`src/rtl/pipe_stall_ctrl.sv`:
```
// Central pipeline stall controller: merges ID/EX hazard requests with a multi-cycle EX sequencer.
// stop is combinational from inputs and registered state; mc_busy/mc_done/stall_cnt come from flops.
module pipe_stall_ctrl #(
  parameter int STOP_W = 6,
  parameter int CNT_W  = 6,
  parameter int PERF_W = 32
) (
  input  logic              clk,
  input  logic              rst,
  input  logic              stallreq_id,
  input  logic              stallreq_ex,
  input  logic              mc_start,
  input  logic [CNT_W-1:0]  mc_cycles,
  input  logic              flush,
  output logic [STOP_W-1:0] stop,
  output logic              mc_busy,
  output logic              mc_done,
  output logic [PERF_W-1:0] stall_cnt
);

  typedef enum logic [1:0] {IDLE, BUSY, DONE} state_t;

  localparam logic [STOP_W-1:0] STOP_EX = STOP_W'(4'b1111);
  localparam logic [STOP_W-1:0] STOP_ID = STOP_W'(3'b111);

  state_t            state_q, state_d;
  logic [CNT_W-1:0]  cnt_q, cnt_d;
  logic [PERF_W-1:0] stall_cnt_q, stall_cnt_d;
  logic              mc_accept;
  logic              ex_stall;

  always_comb begin
    mc_accept = mc_start && (mc_cycles != '0) && (state_q == IDLE);
    ex_stall  = stallreq_ex || mc_accept || (state_q == BUSY);
    // EX stall freezes EX/MEM too; an ID-only stall lets a bubble fall into EX/MEM.
    if (rst || flush) begin
      stop = '0;
    end else if (ex_stall) begin
      stop = STOP_EX;
    end else if (stallreq_id) begin
      stop = STOP_ID;
    end else begin
      stop = '0;
    end
  end

  always_comb begin
    state_d     = state_q;
    cnt_d       = cnt_q;
    stall_cnt_d = stall_cnt_q;
    if (flush) begin
      state_d = IDLE;
      cnt_d   = '0;
    end else begin
      case (state_q)
        IDLE: begin
          if (mc_accept) begin
            if (mc_cycles == CNT_W'(1)) begin
              state_d = DONE;
            end else begin
              state_d = BUSY;
              cnt_d   = mc_cycles - CNT_W'(1);
            end
          end
        end
        BUSY: begin
          cnt_d = cnt_q - CNT_W'(1);
          if (cnt_q == CNT_W'(1)) begin
            state_d = DONE;
          end
        end
        DONE:    state_d = IDLE;
        default: state_d = IDLE;
      endcase
    end
    if (stop[0] && (stall_cnt_q != '1)) begin
      stall_cnt_d = stall_cnt_q + PERF_W'(1);
    end
  end

  always_ff @(posedge clk) begin
    if (rst) begin
      state_q     <= IDLE;
      cnt_q       <= '0;
      stall_cnt_q <= '0;
    end else begin
      state_q     <= state_d;
      cnt_q       <= cnt_d;
      stall_cnt_q <= stall_cnt_d;
    end
  end

  assign mc_busy   = (state_q == BUSY);
  assign mc_done   = (state_q == DONE);
  assign stall_cnt = stall_cnt_q;

endmodule

```
`config.mk`:
```
export PLATFORM = sky130hd
export DESIGN_NAME = pipe_stall_ctrl
export DESIGN_NICKNAME = d
export VERILOG_FILES = /design/src/rtl/pipe_stall_ctrl.sv
export SDC_FILE = /design/constraint.sdc
export NUM_CORES = 1
export LEC_CHECK = 0
export CORE_UTILIZATION = 54
export DETAILED_ROUTE_END_ITERATION = 7
export GPL_TIMING_DRIVEN = 0
export PLACE_DENSITY_LB_ADDON = 0.25
export SETUP_SLACK_MARGIN = 0.5
export SLEW_MARGIN = 30
export SYNTH_ARGS = -nofsm -noshare
export SYNTH_HDL_FRONTEND = slang
export SYNTH_SLANG_ARGS = --single-unit
```
`constraint.sdc`:
```
create_clock -name clk -period 4.75 [get_ports clk]
set_input_delay 0.95 -clock clk [delete_from_list [all_inputs] [get_ports clk]]
set_output_delay 0.95 -clock clk [all_outputs]
set_load 0.005 [all_outputs]
```
==> summary.md, run 1 <==
| Metric | Value |
|---|---|
| Status | completed |
| Non-Filler Instances | 400 |
| Dominant synthesized flop cell | dfxtp_1 |
| Vias/cell | between 6 and 7 |
| 1st-pass router iterations | 5 |
| GRT Overall Usage | ~30% |
| DR vias | around 2600 |
| Ranking of synthesized cells by area | dfxtp_1 34%, a21oi_1 6.2%, or4_1 5.8%, o31ai_1 5.1%, nor2_1 3.5% |
| Mux cell area share after synthesis | under 10% |
| Critical path fanouts, max | 10 |
| Reg2reg path depth | 7 |
| Buffers and inverters on the worst path | 6 |
| IO Pins | 52 |
| Mapped Avg Cell Area | 8.036 um^2 |
| First-pass GRT wire length | ~10000 um |
| CP Data Required Time | ~3.8 ns |
| Synth area leader | dfxtp_1 |
| Startpoint Class | input port |
| Routed WL per cell | between 15 and 20 um |
| Post-route ant nets | 0 |
| Slew @ Worst Pin | between 0.6 and 0.7 ns |
| Fraction of registers with async set/reset | 0% |
| Max-slew headroom | roughly 54% |
| Slowest CP cell | clkdlybuf4s50_1 |
| Pleak | roughly 0.99 nW |
| H-Tree Depth | 2 |
| Die area | ~4600 um^2 |
| DP Area | 2895 um^2 |
| Number of placement rows | 23 |
| Fin nets | about 370 |
| Hpwl dp | 4506 um |
| Sink Count | 40 |
| Routability cong. | about 0.85 |
| Port Buf Inserts | 49 |
| Critical path type | in2out |
| Die Ht | 67.81 um |
| Largest net degree at the start of global routing | 13 |
| Routed Wire Length | approximately 6600 um |
| Post-CTS Hold Buffers | 0 |
| CTS Buffer Depth | 2 |
| Worst vdd ir | 0.0002252 V |
| Synth Area in XOR/XNOR | ~1.1% |
| Final setup violating endpoints | 0 |
| DRT iter0 DRCs | around 250 |
| Cell mode on critical path | clkdlybuf4s50_1 |
| Slew Limit Fails | 0 |
| Synthesized area | about 2300 um^2 |
| CTS tree | done |
| Cell area after layout | about 3000 um^2 |
| Seq cells post-synth | 40 |
| Initial Utilization | 57.23% |
| Hold depth | 2 |
| Remaining global-route overflow | 0 |
| Worst path max stage delay | between 0.4 and 0.5 ns |
| Final Critical Period | roughly 4.1 ns |
| Clock transition at the registers of the reported paths | 0.08 ns |
| RR Endpoint | stall_cnt[14] |
| Simple-Gate Fraction of Synth Area | a little under a third |
| Total negative setup slack | 0 ns |
| Worst clock skew | between 0.007 and 0.008 ns |
| PnR Total Power | approximately 690 uW |
| Complex-gate fraction of the synthesized area | 22.20% |
| Synth top area share | between 30% and 40% |
| Final Hold Fails | 0 |
| Arrival @ worst endpoint | ~3.2 ns |
| Syn Inst Count | between 200 and 300 |
| Top delay family on crit path | buffers and inverters |
| Initial antenna violation count | 0 |
| Core area | slightly above 4000 um^2 |
| Reg2reg setup slack | 1.86 ns |
| Cell chain of the critical path | clkdlybuf4s50_1 -> inv_1 -> ha_2 -> nor4b_1 -> a221o_1 -> clkbuf_4 -> inv_2 -> buf_4 -> clkdlybuf4s50_1 |
| Area Overhead vs Synth | 29.05% |
| Hold endpoint | stall_cnt[20] |
| Crit share post-route | a little under 90% |
| Number of max-cap violations | 0 |
| Final WS setup | 0.6153 ns |
| DRC Markers | 0 |
| CP Capture Type | primary output |
| Pre-CTS setup slack | between 0.2 and 0.3 ns |
| Power per cell area | 229.8 nW/um^2 |
| Num CTS Buffers | 5 |
| Worst min-delay path class | reg2reg |
| Number of fill cells | ~330 |
| Reg2reg start | stall_cnt[10] |
| Netlist cell types | 49 |
| Largest family of logic cells by synthesized area | simple AND/OR/NAND/NOR gates |
| DP Cell Count | approximately 400 |
| Layout cells sized above 1 | 6.857% |
| Vias in the first global route | 2264 |
| Min-delay src | stall_cnt[20] |
| Fmax | ~0.24 GHz |
| RSZ-0062 raised after global routing | no |
| Clock root buffer | clkbuf_8 |
| Clock Latency Late Sink | a little under 0.3 ns |
| Antenna diode count | 0 |
| EDFF count, synth | 0 |
| Adder-cell share of the synthesized area | 2.675% |
| Post-synthesis sequential area ratio | approximately 34% |
| Synth Warn # | 0 |
| Die W | 67.81 um |
[flip-flops by register name, indices dropped and copies added, names as in the netlist]
register,flops
stall_cnt,32
state_q,2
cnt_q,6
[cell type report]
| class | instances | area, um^2 | share of cell area (%) |
|---|---|---|---|
| Multi-Input combinational cell | 222 | 1405 | 46.56 |
| Sequential cell | 40 | 800.8 | 26.53 |
| Timing Repair Buffer | 50 | 499.2 | 16.54 |
| Buffer | 19 | 101.3 | 3.358 |
| Clock buffer | 6 | 72.57 | 2.405 |
| Tap cell | 50 | 62.56 | 2.073 |
| Inverter | 11 | 41.29 | 1.368 |
| Clock inverter | 2 | 35.03 | 1.161 |
[worst reg2reg max path: cells and delay by family, from the launching register on]
family | cells | cell delay (ns)
buffers and inverters | 2 | 0.77
DFF | 1 | 0.45
AOI/OAI and AO/OA | 2 | 0.29
and+or+nand+nor | 3 | 1.31
[placed cells by master, fill, tap and decap left out, types with 3 or more instances in the layout]
master	instances
o41ai_1	3
and2_1	3
nand4_1	12
o21ai_0	10
mux2i_1	3
and4_1	5
nor2_1	22
ha_1	4
clkbuf_8	5
clkbuf_1	11
nand3_1	14
nor2b_1	4
buf_4	5
o211ai_1	3
a211oi_1	3
dfxtp_1	40
o31ai_1	16
or3_1	11
mux2_1	3
xor2_1	3
nand2_1	14
a21oi_1	29
clkdlybuf4s50_1	47
buf_2	3
nor4_1	8
or4_1	18
nor3_1	4
inv_1	9
[where the power goes]
part,switching (mW),leakage [nW],internal (mW)
clock,0.117,0.0552,0.156
sequential,0.00493,0.323,0.339
combinational,0.0407,0.609,0.0356
total,0.163,0.987,0.531
[cell families (layout without fill, tap and decap cells)]
kind of cell    Yosys count  in the layout
xor+xnor                  3              3
mux                       6              6
flops                    40             40
other cells               1              2
fa+ha+maj                 5              5
buf+inv                  30             88
simple gates            126            126
compound gates           80             80
[how the worst max path moves through the flow]
stage / slack (ns) / cells after the start / from / end
finish: 0.62 / 9 / mc_cycles[1] / stop[1]
global route: 0.51 / 9 / mc_cycles[1] / stop[1]
CTS: 0.57 / 9 / mc_cycles[1] / stop[1]
detailed placement: 0.28 / 9 / mc_cycles[0] / stop[1]
global placement: 0.28 / 9 / mc_cycles[0] / stop[1]
floorplan: 1.59 / 7 / mc_cycles[1] / stop[1]
[what timing repair did]
action	CTS	global route
buffers inserted	1	0
setup endpoints to repair	3	2
gates resized for setup	3	2
hold endpoints to repair	0	0
[metrics by stage]
| step | hold WS [ns] | utilization [%] |
|---|---|---|
| finish | 0.5124 | 73.85 |
| global route | 0.5342 | 73.85 |
| CTS | 0.5054 | 73.73 |
| detailed placement | 0.4951 | 70.85 |
| global placement | 0.4857 | 70.85 |
| floorplan | 0.4651 | - |
[routing by layer]
| layer | track usage, % | part of all wire, % | vias up | wire length (um) |
|---|---|---|---|---|
| li1 | - | - | 1234 | - |
| met1 | 39.82 | 44 | 1179 | 2888 |
| met2 | 46.04 | 44 | 144 | 2920 |
| met3 | 6.588 | 8.8 | 27 | 581 |
| met4 | 14.32 | 2.7 | 0 | 178 |
| met5 | 0 | 0 | - | 0 |
[cells in the mapped netlist, types with 2 or more instances]
cell / number
a211oi_1: 3
a21oi_1: 29
and2_1: 3
and3_1: 2
and4_1: 5
buf_2: 3
buf_4: 4
clkbuf_1: 11
dfxtp_1: 40
ha_1: 5
inv_1: 9
mux2_1: 3
mux2i_1: 3
nand2_1: 14
nand3_1: 14
nand4_1: 12
nor2_1: 22
nor2b_1: 4
nor3_1: 4
nor4_1: 8
o211ai_1: 3
o21a_1: 2
o21ai_0: 10
o21ai_1: 2
o21bai_1: 2
o221a_2: 2
o311ai_0: 2
o31ai_1: 16
o41ai_1: 3
or2_1: 2
or2_2: 2
or3_1: 11
or4_1: 18
xor2_1: 3
Power figures use the tool's default switching activity.
==> inputs of run 2 (changes only) <==
- CORE_ASPECT_RATIO: not set -> 1.4
- HOLD_SLACK_MARGIN: not set -> 0.15
==> run 2 against run 1 <==
Net effect:
- the run now ends with DRC left
- highest routed layer unchanged
- critical path depth unchanged
- die area about the same
- clock-buffer cell count unchanged
- first-iteration DRC count down 27%
- flip-flop and latch count unchanged
- final cell count down 2.3%
==> summary.md, run 2 (synthesized netlist as in run 1, its figures left out) <==
| Metric | Value |
|---|---|
| Status | complete, but fails checks |
| Failing checks | DRC |
| Worst vdd ir | approximately 0.0002 V |
| Post-route ant nets | 0 |
| Pleak | between 0.9 and 1 nW |
| Worst clock skew | 0.01061 ns |
| Min-delay src | stall_cnt[31] |
| Power per cell area | roughly 210 nW/um^2 |
| Number of placement rows | 27 |
| Fmax | roughly 0.24 GHz |
| Final Critical Period | 4.123 ns |
| Remaining global-route overflow | 0 |
| Final Hold Fails | 0 |
| Total negative setup slack | 0 ns |
| RR Endpoint | stall_cnt[12] |
| First-pass GRT wire length | 10310 um |
| Die area | 4601 um^2 |
| Sink Count | 40 |
| GRT Overall Usage | 28.41% |
| Clock Latency Late Sink | ~0.29 ns |
| Pre-CTS setup slack | between 0.2 and 0.25 ns |
| Post-CTS Hold Buffers | 0 |
| Number of max-cap violations | 0 |
| Routability cong. | just over 0.9 |
| RSZ-0062 raised after global routing | no |
| Max FFs per register | 32 |
| Reg2reg start | stall_cnt[10] |
| 1st-pass router iterations | 6 |
| Critical path fanouts, max | 11 |
| Clock root buffer | clkbuf_8 |
| Fin nets | 365 |
| CP endpoint | stop[1] |
| Area Overhead vs Synth | 27.45% |
| Reg2reg path depth | 7 |
| Initial antenna violation count | 0 |
| Arrival @ worst endpoint | roughly 3.2 ns |
| Buffer count from post-CTS setup fixing | 0 |
| Clock transition at the registers of the reported paths | about 0.070 ns |
| Worst min-delay path class | reg2reg |
| DR vias | between 2000 and 3000 |
| Routed Wire Length | 6130 um |
| Initial Utilization | between 50% and 60% |
| Critical path type | in2out |
| Most common cell after layout, fill and taps aside | clkdlybuf4s50_1 |
| IO Pins | 52 |
| Hold WS | between 0.4 and 0.5 ns |
| Most frequent cells in the layout | 48 x clkdlybuf4s50_1, 40 x dfxtp_1, 29 x a21oi_1 |
| Vias/cell | around 6.5 |
| Port Buf Inserts | 49 |
| Worst setup path start | mc_cycles[1] |
| Crit share post-route | 86.81% |
| Antenna diode count | 0 |
| DRC Markers | 4 |
| H-Tree Depth | 2 |
| Slew @ Worst Pin | 0.7237 ns |
| CP Capture Type | primary output |
| Largest net degree at the start of global routing | 12 |
| CTS Buffer Depth | 2 |
| Core area | slightly above 4000 um^2 |
| Die W | about 58 um |
| Layout cells sized above 1 | between 6 and 7% |
| Reg2reg setup slack | 2.01 ns |
| Routed WL per cell | roughly 16 um |
| Startpoint Class | input port |
| Final WS setup | between 0.6 and 0.7 ns |
| DRT iter0 DRCs | approximately 190 |
| Slew Limit Fails | 0 |
| CP Data Required Time | 3.80 ns |
| Final setup violating endpoints | 0 |
| Hpwl dp | ~4500 um |
| PnR Total Power | roughly 630 uW |
| Die Ht | approximately 80 um |
| CTS tree | done |
| Max-slew headroom | 51.38% |
| Vias in the first global route | around 2400 |
| Num CTS Buffers | 5 |
## run 2: metrics by stage
stage                     area (um^2)  util [%]  cells
after CTS                        2972     73.30    391
after global placement           2887     71.20    384
after global routing             2980     73.52    391
after detailed placement         2887     71.20    384
after floorplan                  2342         -    292
final                            2980     73.52    391
## run 2: area by class of cell
type | count | area (um^2)
buffer | 19 | 101.3
clock buffer | 6 | 72.57
clock inverter | 1 | 5.005
fill | 332 | 1074
inverter | 11 | 46.29
multi-input combinational | 222 | 1411
sequential | 40 | 800.8
tap | 43 | 53.80
timing repair buffer | 49 | 489.2
## run 2: per-layer routing
| layer | GRT usage [%] | wire, um |
|---|---|---|
| met1 | 33.84 | 2533 |
| met4 | 15.37 | 157 |
| met3 | 4.376 | 295 |
| met2 | 48.14 | 3143 |
| met5 | 0 | 0 |
## run 2: how the worst min path moves through the flow
stage	slack [ns]	cells after the start	end
floorplan	0.47	1	state_q[0]
global placement	0.48	2	stall_cnt[31]
detailed placement	0.49	2	stall_cnt[31]
CTS	0.50	2	stall_cnt[31]
global route	0.53	2	stall_cnt[31]
finish	0.50	2	stall_cnt[31]
## run 2: what timing repair did
| item | 4_1_cts | 5_1_grt |
|---|---|---|
| pin swaps | 0 | 1 |
| gates resized for setup | 5 | 3 |
| setup endpoints to repair | 3 | 2 |
## run 2: power breakdown
group	internal, mW	switching [mW]
Clock	0.0998	0.111
Combinational	0.0354	0.0404
Sequential	0.340	0.00463
Total	0.475	0.156
## run 2: critical path: stages
cell             delay [ns]
clkdlybuf4s50_1        0.49
inv_1                  0.08
ha_2                   0.22
nor4b_2                0.17
a221o_1                0.34
buf_4                  0.20
inv_6                  0.11
buf_4                  0.11
clkdlybuf4s50_1        0.49
==> inputs of run 3 (changes only) <==
- RECOVER_POWER: not set -> 100
==> run 3 against run 2 <==
Net effect:
- the run still ends with DRC left
- clock-buffer cell count is the same
- first-iteration DRC count rose by 4.3%
- utilization is 0.49 points lower
- critical endpoint is now stop[0]
- largest power group unchanged
- maximum frequency shrank 3.2%
- non-clock buffer count stayed put
- clock power barely moved
- register-to-register slack is essentially flat
- wire length rose by 0.38%
==> summary.md, run 3 (synthesized netlist as in run 1, its figures left out) <==
| Metric | Value |
|---|---|
| Worst vdd ir | between 0.0002 and 0.00025 V |
| Startpoint Class | input port |
| Post-route ant nets | 0 |
| Port Buf Inserts | slightly below 50 |
| Worst min-delay path class | reg2reg |
| Pleak | 1.078 nW |
| Hpwl dp | about 4500 um |
| Most frequent cells in the layout | 40 x dfxtp_1, 38 x dlygate4sd3_1, 29 x a21oi_1 |
| Fin nets | around 370 |
| Antenna diode count | 0 |
| Buffer count from post-CTS setup fixing | 0 |
| Routed WL per cell | between 15 and 20 um |
| Initial antenna violation count | 0 |
| Final Hold Fails | 0 |
| Hold WS | between 0.4 and 0.5 ns |
| Worst clock skew | about 0.0084 ns |
| Slew Limit Fails | 0 |
| First-pass GRT wire length | ~10000 um |
| Final Critical Period | approximately 4.3 ns |
| Clock root buffer | clkbuf_8 |
| CP Data Required Time | 3.80 ns |
| Core area | ~4000 um^2 |
| Die area | ~4600 um^2 |
| Critical path type | in2out |
| Layout cells sized above 1 | 5.460% |
| Area Overhead vs Synth | 26.59% |
| Switching share of total power | 24.86% |
| GRT Overall Usage | between 20 and 30% |
| IO Pins | 52 |
| Critical path fanouts, max | 11 |
| Post-CTS Hold Buffers | 0 |
| Status | complete, but fails checks |
| Vias in the first global route | between 2000 and 2500 |
| Power per cell area | around 210 nW/um^2 |
| Clock power frac | 33.7% |
| Failing checks | DRC |
| H-Tree Depth | 2 |
| Clock Latency Late Sink | between 0.2 and 0.3 ns |
| Fmax | roughly 0.23 GHz |
| Remaining global-route overflow | 0 |
| Crit share post-route | 89.64% |
| Num CTS Buffers | 5 |
| Clock transition at the registers of the reported paths | approximately 0.080 ns |
| Sink Count | 40 |
| RSZ-0062 raised after global routing | no |
| Total negative setup slack | 0 ns |
| Net Sw Power | approximately 160 uW |
| Arrival @ worst endpoint | approximately 3.3 ns |
| DRC Markers | 4 |
| DRT iter0 DRCs | between 150 and 200 |
| Number of placement rows | 27 |
| Max-slew headroom | 47.06% |
| Slew @ Worst Pin | between 0.7 and 0.8 ns |
| Gate power share | 11.7% |
| DR vias | 2556 |
| Vias/cell | around 6.5 |
| Largest net degree at the start of global routing | 12 |
| CP Capture Type | primary output |
| 1st-pass router iterations | 7 |
| CTS Buffer Depth | 2 |
| Routability cong. | 0.9274 |
| Final setup violating endpoints | 0 |
| Most common cell after layout, fill and taps aside | dfxtp_1 |
| CTS tree | done |
| Sequential power share | 54.7% |
| Die W | a little under 60 um |
| Initial Utilization | between 50 and 60% |
| Routed Wire Length | roughly 6200 um |
| Max FFs per register | 32 |
| Int Pwr | between 400 and 500 uW |
| Number of max-cap violations | 0 |
| Die Ht | ~80 um |
-- run 3: path summary, 6_finish.rpt --
check	startpoint	endpoint	slack [ns]	cells after the start
worst min register to register	stall_cnt[31]	stall_cnt[31]	0.50	2
worst max-delay path	mc_cycles[1]	stop[0]	0.49	8
worst min-delay path	stall_cnt[31]	stall_cnt[31]	0.50	2
worst max register to register	stall_cnt[0]	stall_cnt[12]	2.00	7
-- run 3: through the flow --
stage / setup WS (ns) / instances / cell area (um^2) / util (%) / total power [mW]
CTS: 0.5633 / 391 / 2972 / 73.30 / 0.6330
finish: 0.4920 / 391 / 2960 / 73.02 / 0.6296
global route: 0.2709 / 391 / 2960 / 73.02 / 0.6551
floorplan: 1.593 / 292 / 2342 / - / 0.3935
global placement: 0.2698 / 384 / 2887 / 71.20 / 0.4224
detailed placement: 0.2068 / 384 / 2887 / 71.20 / 0.4248
-- run 3: layout make-up --
| type | count | area, um^2 |
|---|---|---|
| plain buffers | 19 | 93.84 |
| clock buffers | 6 | 72.57 |
| well taps | 43 | 53.80 |
| multi-input cells | 222 | 1399 |
| repair buffers | 49 | 489.2 |
| clock inverters | 1 | 5.005 |
| flip-flops and latches | 40 | 800.8 |
| fillers | 337 | 1094 |
| inverters | 11 | 46.29 |
-- run 3: layer usage --
layer  wire, um  track usage (%)  vias to the layer above
li1           -                -                     1232
met1       2549            33.84                     1190
met2       3140            48.14                      118
met3        324            4.376                       16
met4        138            15.37                        0
met5          0                0                        -
-- run 3: worst max-delay path, cell delays in order --
cell and delay (ns):
dlygate4sd3_1 0.56, inv_1 0.10, ha_1 0.30, nor4b_1 0.28
a221o_1 0.25, buf_4 0.21, inv_6 0.07, dlygate4sd3_1 0.57
-- run 3: repair_timing --
| action | in CTS | in global routing |
|---|---|---|
| gates resized for setup | 5 | 3 |
| setup endpoints to repair | 3 | 2 |
| gates cloned | 0 | 0 |
| pin swaps | 0 | 1 |
-- run 3: power by group through the flow --
stage                     logic (mW)  clock network [mW]  registers (mW)
after floorplan               0.0427                   0           0.351
after global placement        0.0708                   0           0.352
after detailed placement      0.0732                   0           0.352
after CTS                     0.0741               0.215           0.344
after global routing          0.0807               0.230           0.344
final                         0.0736               0.212           0.344
